## config.mk

```make
export PLATFORM = sky130hd
export DESIGN_NAME = reg_wb_arbiter
export DESIGN_NICKNAME = d
export VERILOG_FILES = /design/src/rtl/reg_wb_arbiter.sv
export SDC_FILE = /design/constraint.sdc
export NUM_CORES = 1
export LEC_CHECK = 0
export CAP_MARGIN = 20
export CORE_ASPECT_RATIO = 0.6
export CORE_MARGIN = 1.5
export CORE_UTILIZATION = 25
export DETAILED_ROUTE_END_ITERATION = 10
export PLACE_DENSITY = 0.42
export SETUP_SLACK_MARGIN = 0.5
export SYNTH_ARGS = -nofsm -noshare
export SYNTH_HDL_FRONTEND = slang
export SYNTH_SLANG_ARGS = --single-unit
```

## constraint.sdc

```tcl
create_clock -name CLK -period 13.3 [get_ports CLK]
set_clock_uncertainty 0.2 [all_clocks]
set_input_delay 1.995 -clock CLK [delete_from_list [all_inputs] [get_ports CLK]]
set_output_delay 1.995 -clock CLK [all_outputs]
set_load 0.02 [all_outputs]
```

## src/rtl/reg_wb_arbiter.sv

```systemverilog
// ----------------------------------------------------------------------------
// reg_wb_arbiter
//   Owns the register-file write port. Each cycle it picks one write source:
//   a main-pipeline writeback has priority, and otherwise the oldest queued
//   long-latency (mul/div) result is drained. If the queue head waits too long,
//   the block asks the pipeline for a writeback bubble. The hazard unit can ask
//   whether a write to a given register is still outstanding.
//
// Parameters
//   FIFO_DEPTH    entries in the long-latency result queue (power of two, 2..8)
//   STARVE_LIMIT  cycles the queue head may wait before a stall request
//
// Ports
//   CLK, RESET                         clock; asynchronous active-high reset
//   PIPE_WE / PIPE_RD / PIPE_DATA      main-pipeline writeback request
//   LONG_VALID / LONG_RD / LONG_DATA   long-latency result push
//   LONG_READY                         queue can accept a push this cycle
//   Query_reg / Query_pending          hazard-unit probe of outstanding writes
//   RegWrite / Write_register / Write_Data   registered register-file port
//   STALL_REQ                          registered request for a writeback bubble
//   FIFO_COUNT                         current queue occupancy
// ----------------------------------------------------------------------------
module reg_wb_arbiter #(
    parameter int FIFO_DEPTH   = 4,
    parameter int STARVE_LIMIT = 7
) (
    input  logic        CLK,
    input  logic        RESET,
    input  logic        PIPE_WE,
    input  logic [4:0]  PIPE_RD,
    input  logic [31:0] PIPE_DATA,
    input  logic        LONG_VALID,
    input  logic [4:0]  LONG_RD,
    input  logic [31:0] LONG_DATA,
    output logic        LONG_READY,
    input  logic [4:0]  Query_reg,
    output logic        Query_pending,
    output logic        RegWrite,
    output logic [4:0]  Write_register,
    output logic [31:0] Write_Data,
    output logic        STALL_REQ,
    output logic [3:0]  FIFO_COUNT
);

    localparam int PTR_W = (FIFO_DEPTH <= 2) ? 1 : $clog2(FIFO_DEPTH);
    localparam int AGE_W = $clog2(STARVE_LIMIT + 1);

    // Queue storage and bookkeeping
    logic [4:0]            mem_rd_r   [0:FIFO_DEPTH-1];
    logic [31:0]           mem_data_r [0:FIFO_DEPTH-1];
    logic [FIFO_DEPTH-1:0] valid_r;
    logic [PTR_W-1:0]      wr_ptr_r;
    logic [PTR_W-1:0]      rd_ptr_r;
    logic [3:0]            count_r;
    logic [AGE_W-1:0]      age_r;

    // Registered outputs
    logic                  reg_write_r;
    logic [4:0]            write_register_r;
    logic [31:0]           write_data_r;
    logic                  stall_req_r;

    // Per-cycle decisions
    logic                  ready_s;
    logic                  pipe_wr_s;
    logic                  push_s;
    logic                  pop_s;
    logic                  queue_hit_s;

    // Source selection: ready is judged on the registered count only, so a
    // push into an empty queue cannot be popped until the next cycle.
    always_comb begin
        ready_s   = (count_r < 4'(FIFO_DEPTH));
        pipe_wr_s = PIPE_WE && (PIPE_RD != 5'd0);
        // A result for r0 is accepted (handshake completes) but never stored.
        push_s    = LONG_VALID && ready_s && (LONG_RD != 5'd0);
        pop_s     = !pipe_wr_s && (count_r != 4'd0);
    end

    // Hazard probe: any live queue entry or the write now on the port.
    always_comb begin
        queue_hit_s = 1'b0;
        for (int i = 0; i < FIFO_DEPTH; i++) begin
            queue_hit_s = queue_hit_s | (valid_r[i] & (mem_rd_r[i] == Query_reg));
        end
        if (Query_reg == 5'd0) begin
            Query_pending = 1'b0;
        end else begin
            Query_pending = queue_hit_s | (reg_write_r & (write_register_r == Query_reg));
        end
    end

    // Queue storage, pointers and occupancy.
    always_ff @(posedge CLK or posedge RESET) begin
        if (RESET) begin
            valid_r  <= '0;
            wr_ptr_r <= '0;
            rd_ptr_r <= '0;
            count_r  <= 4'd0;
            for (int i = 0; i < FIFO_DEPTH; i++) begin
                mem_rd_r[i]   <= 5'd0;
                mem_data_r[i] <= 32'd0;
            end
        end else begin
            // Push and pop never target the same slot: push needs a free slot,
            // pop needs an occupied one, and wr_ptr == rd_ptr only when the
            // queue is wholly empty or wholly full.
            if (pop_s) begin
                valid_r[rd_ptr_r] <= 1'b0;
                rd_ptr_r          <= rd_ptr_r + PTR_W'(1);
            end
            if (push_s) begin
                valid_r[wr_ptr_r]    <= 1'b1;
                mem_rd_r[wr_ptr_r]   <= LONG_RD;
                mem_data_r[wr_ptr_r] <= LONG_DATA;
                wr_ptr_r             <= wr_ptr_r + PTR_W'(1);
            end
            case ({push_s, pop_s})
                2'b10:   count_r <= count_r + 4'd1;
                2'b01:   count_r <= count_r - 4'd1;
                default: count_r <= count_r;
            endcase
        end
    end

    // Head-of-queue age and the starvation stall request.
    always_ff @(posedge CLK or posedge RESET) begin
        if (RESET) begin
            age_r       <= '0;
            stall_req_r <= 1'b0;
        end else begin
            if (pop_s || (count_r == 4'd0)) begin
                age_r <= '0;
            end else if (age_r < AGE_W'(STARVE_LIMIT)) begin
                age_r <= age_r + AGE_W'(1);
            end else begin
                age_r <= age_r;
            end
            // A pop in the same cycle wins over a newly reached limit.
            if (pop_s) begin
                stall_req_r <= 1'b0;
            end else if (age_r == AGE_W'(STARVE_LIMIT)) begin
                stall_req_r <= 1'b1;
            end else begin
                stall_req_r <= stall_req_r;
            end
        end
    end

    // Register-file write port; address/data hold when no write is issued.
    always_ff @(posedge CLK or posedge RESET) begin
        if (RESET) begin
            reg_write_r      <= 1'b0;
            write_register_r <= 5'd0;
            write_data_r     <= 32'd0;
        end else if (pipe_wr_s) begin
            reg_write_r      <= 1'b1;
            write_register_r <= PIPE_RD;
            write_data_r     <= PIPE_DATA;
        end else if (pop_s) begin
            reg_write_r      <= 1'b1;
            write_register_r <= mem_rd_r[rd_ptr_r];
            write_data_r     <= mem_data_r[rd_ptr_r];
        end else begin
            reg_write_r      <= 1'b0;
            write_register_r <= write_register_r;
            write_data_r     <= write_data_r;
        end
    end

    assign LONG_READY     = ready_s;
    assign FIFO_COUNT     = count_r;
    assign RegWrite       = reg_write_r;
    assign Write_register = write_register_r;
    assign Write_Data     = write_data_r;
    assign STALL_REQ      = stall_req_r;

endmodule
```

==> results of run 1 <==
==> layout by cell type (no fill, tap or decap), types with 4 or more instances in the layout <==
cell and count:
sky130_fd_sc_hd__mux4_2 37, sky130_fd_sc_hd__mux2_4 60, sky130_fd_sc_hd__clkbuf_16 23, sky130_fd_sc_hd__clkdlybuf4s50_1 127, sky130_fd_sc_hd__xor2_1 24, sky130_fd_sc_hd__nor4_1 5, sky130_fd_sc_hd__a22o_2 4, sky130_fd_sc_hd__o21ai_0 36
sky130_fd_sc_hd__nand3_1 6, sky130_fd_sc_hd__mux2i_1 37, sky130_fd_sc_hd__xnor2_1 8, sky130_fd_sc_hd__ha_1 13, sky130_fd_sc_hd__clkbuf_1 6, sky130_fd_sc_hd__o21ai_1 6, sky130_fd_sc_hd__dfrtp_1 200, sky130_fd_sc_hd__inv_1 5
sky130_fd_sc_hd__nand2_1 47, sky130_fd_sc_hd__clkbuf_8 4, sky130_fd_sc_hd__buf_4 5, sky130_fd_sc_hd__nor2_1 4, sky130_fd_sc_hd__mux2_2 89
==> flip-flops by register name, summed over array words and instances (netlist names) <==
register,count
FIFO_COUNT,4
Write_register,5
rd_ptr_r,2
RegWrite,1
valid_r,4
wr_ptr_r,2
age_r,3
mem_data_r,128
STALL_REQ,1
mem_rd_r,20
Write_Data,32
==> stage by stage <==
step | instances | util [%] | hold WS [ns] | area (um^2)
3_3_place_gp | 1251 | 29.9 | 0.284 | 11300
5_1_grt | 1293 | 32.0 | 0.308 | 12100
3_5_place_dp | 1251 | 29.9 | 0.288 | 11300
6_report | 1294 | 32.0 | 0.299 | 12100
2_1_floorplan | 645 | - | 0.270 | 9640
4_1_cts | 1292 | 31.9 | 0.302 | 12100
==> area by class of cell <==
type                            count  area [um^2]  share of cell area, %
Antenna cell                        1         2.50                 0.0207
Clock buffer                       33          653                   5.40
Clock inverter                      8          105                  0.869
Inverter                            6         30.0                  0.248
Multi-Input combinational cell    398         4270                   35.3
Sequential cell                   202         5060                   41.8
Tap cell                          513          642                   5.31
Timing Repair Buffer              133         1340                   11.0
==> worst paths after layout <==
path,start,endpoint,slack [ns]
setup reg to reg,FIFO_COUNT[2]$_DFFE_PP0P_,FIFO_COUNT[2]$_DFFE_PP0P_,10.52
hold / removal,mem_data_r[54]$_DFFE_PP0P_,mem_data_r[54]$_DFFE_PP0P_,0.30
max in group asynchronous,RESET,rd_ptr_r[0]$_DFFE_PP0N_,9.53
setup / recovery,Query_reg[0],Query_pending,7.05
hold reg to reg,mem_data_r[54]$_DFFE_PP0P_,mem_data_r[54]$_DFFE_PP0P_,0.30
min in group asynchronous,RESET,Write_Data[31]$_DFFE_PP0P_,1.66
==> where the power goes <==
group | internal [uW] | switching (uW) | leakage (uW)
sequential | 910 | 213 | 0.00248
clock | 382 | 263 | 0.000373
combinational | 664 | 449 | 0.00235
==> logic make-up after synthesis <==
kind of cell / share of synthesized area (%)
AO/OA/AOI/OAI: 3.30
XOR/XNOR: 2.91
adder cells (fa/ha/maj): 1.69
buffers and inverters: 3.28
flip-flops: 52.4
multiplexers: 32.2
AND/OR/NAND/NOR: 4.18
==> synthesized netlist by cell type (all sizes together) <==
master,count
a22o,4
o311a,1
mux2i,37
mux4,37
ha,13
xor2,24
or4,2
mux2,149
nand3,6
a31oi,2
a211oi,1
nor2,5
clkbuf,16
a21oi,2
nand2,51
o21ai,42
nand3b,2
buf,23
nor3,2
o21a,1
dfrtp,202
or3,1
xnor2,8
o22a,1
inv,6
nor4,6
or3b,1
==> critical path: cells and delay by family <==
family,cells,cell delay (ns)
compound gates,1,0.14
simple gates,3,0.50
buf+inv,2,1.18
xor+xnor,1,0.23
==> layer usage <==
metal | wire length, um | share of wire (%)
met1 | 13200 | 54
met2 | 9860 | 41
met3 | 849 | 3.5
met4 | 423 | 1.7
met5 | 0 | 0
==> results.env, run 1 <==
RUN_STATUS='finished, final reports clean'
GRT_UTIL_MET1_PCT=19.2
GRT_UTIL_ALL_LAYERS_PCT=12.5
FILLER_CELL_COUNT=3760
FINAL_HOLD_VIOL_COUNT=0
MAX_SLEW_MARGIN_PCT=40.3
ITERATION_0_DRC_COUNT_OF_THE_DETAILED_ROUTER=289
HPWL_UM=14600
DIE_H_UM=155
NUMBER_OF_ANTENNA_VIOLATING_NETS_IN_THE_ROUTED_DESIGN=0
WORST_SKEW_PAIR.LATE_LATENCY_NS=0.52
AREA_DELTA_SYNTH_FINAL_PCT=25.5
DRC_ERRORS=0
INITIAL_UTILIZATION_PCT=25.5
PORT-BUFFER-COUNT=127
VIASPERCELL=4.29
SYN_NETS=741
CTS.REPAIR_TIMING.SETUP_BUFFER_COUNT=0
POST_SYNTH_MAIN_AREA_CONTRIBUTORS='sky130_fd_sc_hd__dfrtp_1, sky130_fd_sc_hd__mux2_2, sky130_fd_sc_hd__mux2_4, sky130_fd_sc_hd__mux4_2, sky130_fd_sc_hd__mux2i_1'
SYNTH_SEQ_CELLS=202
PERIOD_UTILIZATION_PCT=47.0
SYNTH_TOP_CELL_AREA_SHARE_PCT=52.4
VIA_COUNT_OF_THE_FIRST_GLOBAL_ROUTING_PASS=6041
GROUTE.LAYER.MET3.USAGE_PCT=2.67
CRIT_ARRIVAL_NS=4.05
TIME_THE_FINAL_WORST_PATH_NEEDS_WITH_I_O_DELAYS_AND_SETUP_NS=6.25
R2R_CELL_COUNT=10
CLOCKROOTBUFFER='sky130_fd_sc_hd__clkbuf_16'
DESIGN.PORTCOUNT=128
GRT_ANTENNA_BEFORE_REPAIR=0
ORDERED_LIST_OF_CELLS_ON_THE_WORST_PATH='clkdlybuf4s50_1 -> xor2_1 -> nor4_1 -> nand3_1 -> nand3_1 -> o22a_1 -> clkdlybuf4s50_1'
NUMCLOCKSINKS=202
YS_WARN_COUNT=0
SYNTHDOMINANTAREACELLTYPE='sky130_fd_sc_hd__dfrtp_1'
FRACTION_OF_LAYOUT_CELLS_WITH_A_SIZE_SUFFIX_ABOVE_1_PCT=31.2
MIN_PATH_CELLS=1
POST_CTS.RESIZED_INSTANCES=0
SETUP_VIOLATIONS=0
GRT_PASS1_WL_UM=38100
CTS_TREE='built'
CTS_MAX_PATH_BUFFERS=3
CRITICAL-PATH-SLOWEST-CELL='sky130_fd_sc_hd__clkdlybuf4s50_1'
CP_MAX_FO=6
GRT.MET2_USAGE_PCT=17.8
YS_SEQ_AREA_SHARE_PCT=52.4
HOLD_PATH.CLASS='reg -> reg'
POWER_PER_CELL_AREA_nW_PER_UM2=238
SYNTH_CELL_TYPE_COUNT=36
GRT_START_MAX_NET_PINS=137
PLACEMENT_ROWS=55
WORSTSETUPENDPOINTTYPE='primary output'
SYN-CELL-AREA_UM2=9640
DIE_AREA_UM2=39800
MAXSLEWVIOLCOUNT=0
CTS.HTREE.LEVELS=1
WORST_PATH_LARGEST_CELL_DELAY_NS=0.59
WL_PER_CELL_UM=18.8
PRE_CTS_WS_NS=7.03
CORE_REGION_AREA_UM2=37800
WORSTMARGINPINSLEW_NS=0.896
VIA_COUNT=5554
FP.DIEW_UM=257
NUM_CTS_BUFFERS=23
GRT_REMAINING_OVERFLOW=0
WORST_SLACK_NS=7.05
GR-MAX-USAGE-LAYER='met1'
POSTSYNTHAREAPERCELL_UM2=14.9
VDD.IR_DROP.WORST_V=0.000123
GRT_SETUP_UNREPAIRED='false'
CAP_VIOLATIONS=0
FIRSTDRTPASSITERS=4
WORST_SETUP_PATH_START_KIND='input pin'
PATH_CLASS='in -> out'
NUMBER_OF_BUFFERS_INSERTED_FOR_HOLD_REPAIR_AFTER_CLOCK_TREE_SYNTHESIS=0
LEAKAGE_uW=0.00520
CLK_PIN_SLEW_WORST_PATHS_NS=0.06
FINALPOWER_uW=2880
DESIGN.FINAL.NETS=860
ROUTABILITY_CONGESTION=0.745
FMAXACHIEVABLE_MHz=160
CELL_COUNT_AFTER_SYNTHESIS=645
SETUP_TNS_NS=0
TIMING.CRITICAL_PATH.REQUIRED_NS=11.10
ROUTED_WL_UM=24300
(Power assumes the default switching activity.)
==> run 2, diff against run 1 <==
- PLACE_DENSITY: 0.42 -> 0.43
- clock period: 13.3 -> 5.7 ns (I/O delays scaled with it)
==> run 2 against run 1 <==
Critical path depth is the same. Non-clock buffer count is 2 higher. Combinational power up 130%. Wire length is 2.5% higher. Core utilization barely moved. Power up 130%. Cell count down 0.15%. Largest power group unchanged. Highest routed layer unchanged.
==> results.env, run 2 (synthesis results as in run 1) <==
POWER_PER_CELL_AREA_nW_PER_UM2=559
NUMBER_OF_ANTENNA_VIOLATING_NETS_IN_THE_ROUTED_DESIGN=0
PERIOD_UTILIZATION_PCT=70.3
ORDERED_LIST_OF_CELLS_ON_THE_WORST_PATH='clkdlybuf4s50_1 -> xor2_1 -> nor4_1 -> nand3_1 -> nand3_1 -> o22a_1 -> clkdlybuf4s50_1'
CLOCKROOTBUFFER='sky130_fd_sc_hd__clkbuf_16'
GRT_ANTENNA_BEFORE_REPAIR=1
WORST_SLACK_NS=1.69
WL_PER_CELL_UM=19.3
LEAKAGE_uW=0.00520
VIA_COUNT_OF_THE_FIRST_GLOBAL_ROUTING_PASS=6090
SETUP_TNS_NS=0
FIRSTDRTPASSITERS=4
REGTOREGSTARTPOINT='FIFO_COUNT[0]$_DFFE_PP0P_'
AREA_DELTA_SYNTH_FINAL_PCT=25.5
DRC_ERRORS=0
FMAXACHIEVABLE_MHz=250
DIE_H_UM=155
R2R_CELL_COUNT=10
NUM_CTS_BUFFERS=23
CTS_MAX_PATH_BUFFERS=3
DIE_AREA_UM2=39800
GRT_START_MAX_NET_PINS=115
PORT-BUFFER-COUNT=127
HOLD_PATH.STARTPOINT='mem_data_r[61]$_DFFE_PP0P_'
NUM_ANTENNA_CELLS=0
MAX_SLEW_MARGIN_PCT=48.0
CLK_PIN_SLEW_WORST_PATHS_NS=0.05
POSTLAYOUTCOREUTIL_PCT=32.0
CTS.REPAIR_TIMING.SETUP_BUFFER_COUNT=0
MIN_PATH_CELLS=1
PLACEMENT_ROWS=55
WORSTMARGINPINSLEW_NS=0.781
DESIGN.PORTCOUNT=128
FP.DIEW_UM=257
MOST_USED_CELLS_IN_THE_LAYOUT_EXCLUDING_FILL_AND_TAP_CELLS='sky130_fd_sc_hd__dfrtp_1, sky130_fd_sc_hd__clkdlybuf4s50_1, sky130_fd_sc_hd__mux2_2, sky130_fd_sc_hd__mux2_4, sky130_fd_sc_hd__nand2_1'
CAP_VIOLATIONS=0
MOSTFREQUENTLAYOUTCELL='sky130_fd_sc_hd__dfrtp_1'
TIMING.CRITICAL_PATH.REQUIRED_NS=4.64
WORST_PATH_LARGEST_CELL_DELAY_NS=0.60
CTS_TREE='built'
ITERATION_0_DRC_COUNT_OF_THE_DETAILED_ROUTER=244
CRIT_ARRIVAL_NS=2.95
NUMCLOCKSINKS=202
GRT_PASS1_WL_UM=38900
NUMBER_OF_BUFFERS_INSERTED_FOR_HOLD_REPAIR_AFTER_CLOCK_TREE_SYNTHESIS=0
INITIAL_UTILIZATION_PCT=25.5
PATH_CLASS='in -> out'
GRT_REMAINING_OVERFLOW=0
CP_MAX_FO=6
WORST_SKEW_PAIR.LATE_LATENCY_NS=0.52
VIASPERCELL=4.37
LARGEST_REGISTER_FF_COUNT=128
FINAL_HOLD_VIOL_COUNT=0
LARGEST-REGISTER='mem_data_r'
CORE_REGION_AREA_UM2=37800
GRT_UTIL_ALL_LAYERS_PCT=12.7
GRT_SETUP_UNREPAIRED='false'
CRITICAL-PATH-SLOWEST-CELL='sky130_fd_sc_hd__clkdlybuf4s50_1'
VDD.IR_DROP.WORST_V=0.000197
HPWL_UM=15400
HOLD_PATH.CLASS='reg -> reg'
TIME_THE_FINAL_WORST_PATH_NEEDS_WITH_I_O_DELAYS_AND_SETUP_NS=4.01
FRACTION_OF_LAYOUT_CELLS_WITH_A_SIZE_SUFFIX_ABOVE_1_PCT=31.3
CTS.HTREE.LEVELS=1
FILLER_CELL_COUNT=3752
WORSTSETUPENDPOINTTYPE='primary output'
ROUTED_WL_UM=24900
MAXSLEWVIOLCOUNT=0
VIA_COUNT=5644
RUN_STATUS='finished, final reports clean'
POST_CTS.RESIZED_INSTANCES=0
DESIGN.FINAL.NETS=862
PRE_CTS_WS_NS=1.71
SETUP_VIOLATIONS=0
CRITPATHLAUNCH='Query_reg[3]'
WORST_SETUP_PATH_START_KIND='input pin'
ROUTABILITY_CONGESTION=0.743
run 2: cell count changes in the layout (fill, tap and decap cells not counted), moves of 2 or more:
cell / delta
sky130_fd_sc_hd__clkbuf_8: +3
sky130_fd_sc_hd__buf_4: +2
sky130_fd_sc_hd__clkbuf_1: -2
sky130_fd_sc_hd__clkinv_4: -2
run 2: path summary, 6_finish.rpt:
check                      slack (ns)                          to
min                              0.30  mem_data_r[61]$_DFFE_PP0P_
min in group asynchronous        0.64  mem_data_r[91]$_DFFE_PP0P_
max reg2reg                      2.79   FIFO_COUNT[2]$_DFFE_PP0P_
max in group asynchronous        3.54  mem_data_r[78]$_DFFE_PP0P_
max                              1.69               Query_pending
min reg2reg                      0.30  mem_data_r[61]$_DFFE_PP0P_
run 2: layout make-up:
cell class / instances / area (um^2) / area share (%)
flip-flops and latches: 202 / 5060 / 41.8
clock inverters: 4 / 73.8 / 0.610
multi-input cells: 398 / 4270 / 35.3
repair buffers: 135 / 1340 / 11.1
inverters: 6 / 26.3 / 0.217
clock buffers: 34 / 687 / 5.68
well taps: 513 / 642 / 5.30
run 2: per-layer routing:
metal / part of all wire [%] / GRT usage (%) / up-vias
li1: - / - / 2588
met1: 53 / 19.6 / 2932
met2: 41 / 18.1 / 89
met3: 4.4 / 3.03 / 35
met4: 1.5 / 2.02 / 0
met5: 0 / 0 / -
run 2: per-stage QoR:
| step | area, um^2 | instances | hold WS [ns] | total power [uW] |
|---|---|---|---|---|
| 2_1_floorplan | 9650 | 645 | 0.270 | 4440 |
| 3_3_place_gp | 11300 | 1254 | 0.282 | 5290 |
| 3_5_place_dp | 11300 | 1254 | 0.290 | 5300 |
| 4_1_cts | 12100 | 1292 | 0.305 | 6880 |
| 5_1_grt | 12100 | 1292 | 0.313 | 7220 |
| 6_report | 12100 | 1292 | 0.299 | 6760 |
run 2: report_power, final:
group | internal (uW) | total [uW] | switching (uW)
Clock | 917 | 1530 | 609
Sequential | 2120 | 2650 | 525
Combinational | 1550 | 2590 | 1040
Total | 4590 | 6760 | 2170
run 2: worst max-delay path, delay by kind of cell:
family                    cells  cell delay (ns)
and+or+nand+nor               3             0.55
buffers and inverters         2             1.18
xor gates and xnor gates      1             0.22
AOI/OAI and AO/OA             1             0.15
==> run 3, diff against run 2 <==
- clock period: 5.7 -> 3.44 ns (I/O delays scaled with it)
==> run 3 against run 2 <==
Via count fell by 1.3%. First-iteration DRC count fell by 6.6%. Worst setup slack got worse by 1.0 ns. Largest power group unchanged. Sequential power rose by 66%. Wire length fell by 1.9%. Sequential share of layout area fell by 1.2 points.
==> results.env, run 3 (synthesis results as in run 1) <==
INITIAL_UTILIZATION_PCT=25.5
SWITCHING_POWER_uW=3600
FRACTION_OF_LAYOUT_CELLS_WITH_A_SIZE_SUFFIX_ABOVE_1_PCT=33.6
WORST_SETUP_PATH_START_KIND='register'
PWR-SHARE-CLK_PCT=24.4
RUN_STATUS='finished, final reports clean'
NUMCLOCKSINKS=202
CP_MAX_FO=3
HPWL_UM=16000
NUM_ANTENNA_CELLS=0
CTS_TREE='built'
PATH_CLASS='reg -> out'
POWER_PER_CELL_AREA_nW_PER_UM2=927
PORT-BUFFER-COUNT=127
GRT_ANTENNA_BEFORE_REPAIR=0
CTS.HTREE.LEVELS=1
CRITICAL-PATH-SLOWEST-CELL='sky130_fd_sc_hd__dfrtp_1'
POWER_FRAC_COMB_PCT=37.6
LARGEST-REGISTER='mem_data_r'
SHARE_SEQ_OF_TOTAL_POWER_PCT=38.0
FILLER_CELL_COUNT=3738
MOSTFREQUENTLAYOUTCELL='sky130_fd_sc_hd__dfrtp_1'
CAP_VIOLATIONS=0
ITERATION_0_DRC_COUNT_OF_THE_DETAILED_ROUTER=228
LEAKAGE_uW=0.00539
DETAILED_PLACE.AREA_UM2=11600
MAXSLEWVIOLCOUNT=0
VDD.IR_DROP.WORST_V=0.000563
HOLD_PATH.CLASS='in -> async'
TIMING.CRITICAL_PATH.REQUIRED_NS=2.72
ROUTABILITY_CONGESTION=0.752
DRC_ERRORS=0
VIA_COUNT_OF_THE_FIRST_GLOBAL_ROUTING_PASS=6051
DESIGN.FINAL.NETS=879
FP.DIEW_UM=257
PRE_CTS_WS_NS=0.157
CLK_PIN_SLEW_WORST_PATHS_NS=0.06
GRT_UTIL_ALL_LAYERS_PCT=12.7
FINAL_HOLD_VIOL_COUNT=0
GRT_SETUP_UNREPAIRED='false'
GRT_PASS1_WL_UM=38800
ORDERED_LIST_OF_CELLS_ON_THE_WORST_PATH='xor2_1 -> nor4_1 -> nand3_1 -> nand3_1 -> o22a_1 -> clkdlybuf4s15_1'
FINAL.HOLD.WORST_SLACK_NS=0.205
SWSHARE_PCT=31.2
NUM_CTS_BUFFERS=23
WL_PER_CELL_UM=18.6
TIME_THE_FINAL_WORST_PATH_NEEDS_WITH_I_O_DELAYS_AND_SETUP_NS=2.77
PERIOD_UTILIZATION_PCT=80.6
CELLINTERNALPOWER_uW=7950
FIRSTDRTPASSITERS=4
CRIT_FAMILY='simple AND/OR/NAND/NOR gates'
MAX_SLEW_MARGIN_PCT=44.0
CLOCKROOTBUFFER='sky130_fd_sc_hd__clkbuf_16'
FIN_AREA_UM2=12500
R2R_SETUP_SLACK_NS=0.95
WORSTMARGINPINSLEW_NS=0.841
CORE_REGION_AREA_UM2=37800
NUMBER_OF_BUFFERS_INSERTED_FOR_HOLD_REPAIR_AFTER_CLOCK_TREE_SYNTHESIS=0
DESIGN.PORTCOUNT=128
GRT_REMAINING_OVERFLOW=0
NUMBER_OF_ANTENNA_VIOLATING_NETS_IN_THE_ROUTED_DESIGN=0
GRT_START_MAX_NET_PINS=70
CRIT_ARRIVAL_NS=2.06
VIA_COUNT=5568
WORSTSETUPENDPOINTTYPE='primary output'
LARGEST_REGISTER_FF_COUNT=128
WORST_SLACK_NS=0.666
MOST_USED_CELLS_IN_THE_LAYOUT_EXCLUDING_FILL_AND_TAP_CELLS='sky130_fd_sc_hd__dfrtp_1, sky130_fd_sc_hd__clkdlybuf4s50_1, sky130_fd_sc_hd__mux2_2, sky130_fd_sc_hd__mux2_4, sky130_fd_sc_hd__nand2_1'
WORST_SKEW_PAIR.LATE_LATENCY_NS=0.52
CP_COMMON_CELL='sky130_fd_sc_hd__nand3_1'
DIE_H_UM=155
FMAXACHIEVABLE_MHz=360
DIE_AREA_UM2=39800
PLACEMENT_ROWS=55
CTS_MAX_PATH_BUFFERS=3
AREA_DELTA_SYNTH_FINAL_PCT=29.2
WORST_PATH_LARGEST_CELL_DELAY_NS=0.44
VIASPERCELL=4.24
CP_NUM_BUF_INV=1
SETUP_TNS_NS=0
ROUTED_WL_UM=24400
SETUP_VIOLATIONS=0
==> run 3: cell count changes in the layout (fill, tap and decap cells not counted), moves of 2 or more <==
| cell | delta |
|---|---|
| sky130_fd_sc_hd__clkbuf_8 | -2 |
| sky130_fd_sc_hd__bufinv_16 | +4 |
| sky130_fd_sc_hd__clkinv_2 | +2 |
| sky130_fd_sc_hd__buf_4 | +9 |
| sky130_fd_sc_hd__dlygate4sd2_1 | +5 |
| sky130_fd_sc_hd__buf_12 | +8 |
| sky130_fd_sc_hd__clkdlybuf4s50_1 | -6 |
| sky130_fd_sc_hd__clkbuf_1 | -2 |
==> run 3: worst paths after layout <==
kind | start | endpoint | cells after the start
worst max-delay path | mem_rd_r[18]$_DFFE_PP0P_ | Query_pending | 6
worst min-delay path | RESET | mem_data_r[28]$_DFFE_PP0P_ | 2
worst max register to register | FIFO_COUNT[2]$_DFFE_PP0P_ | FIFO_COUNT[2]$_DFFE_PP0P_ | 10
worst min register to register | mem_data_r[37]$_DFFE_PP0P_ | mem_data_r[37]$_DFFE_PP0P_ | 1
max in group asynchronous | RESET | valid_r[3]$_DFF_PP0_ | 3
min in group CLK | mem_data_r[37]$_DFFE_PP0P_ | mem_data_r[37]$_DFFE_PP0P_ | 1
==> run 3: stage by stage <==
step | power (uW) | util (%) | instances
4_1_cts | 11700 | 32.9 | 1313
3_3_place_gp | 8810 | 30.6 | 1271
2_1_floorplan | 7360 | - | 645
3_5_place_dp | 8820 | 30.6 | 1271
6_report | 11500 | 32.9 | 1313
5_1_grt | 12300 | 32.9 | 1313
==> run 3: area by class of cell <==
cell class,instances,area [um^2],area share (%)
tap,513,642,5.15
sequential,202,5060,40.6
clock inverter,12,220,1.77
inverter,6,26.3,0.211
multi-input combinational,398,4290,34.4
timing repair buffer,152,1570,12.6
clock buffer,30,652,5.23
==> run 3: what timing repair did <==
item / in CTS / in global routing
setup buffers: 0 / 0
pin swaps: 1 / 1
hold endpoints to repair: 0 / 0
resized for setup: 6 / 2
endpoints found under the setup margin: 1 / 1
==> run 3: power groups by stage <==
stage / Clock, uW / Sequential, uW / Combinational (uW)
after CTS: 2930 / 4400 / 4410
final: 2820 / 4390 / 4340
after global routing: 3040 / 4560 / 4720
after detailed placement: 0 / 4410 / 4410
after floorplan: 0 / 4320 / 3030
after global placement: 0 / 4450 / 4360
==> run 3: per-layer routing <==
metal	up-vias	routed length (um)	part of all wire, %	GRT usage (%)
met4	0	348	1.4	2.18
met1	2825	13100	54	19.6
met5	-	0	0	0
met2	100	9980	41	18.0
li1	2618	-	-	-
met3	25	986	4.0	2.74
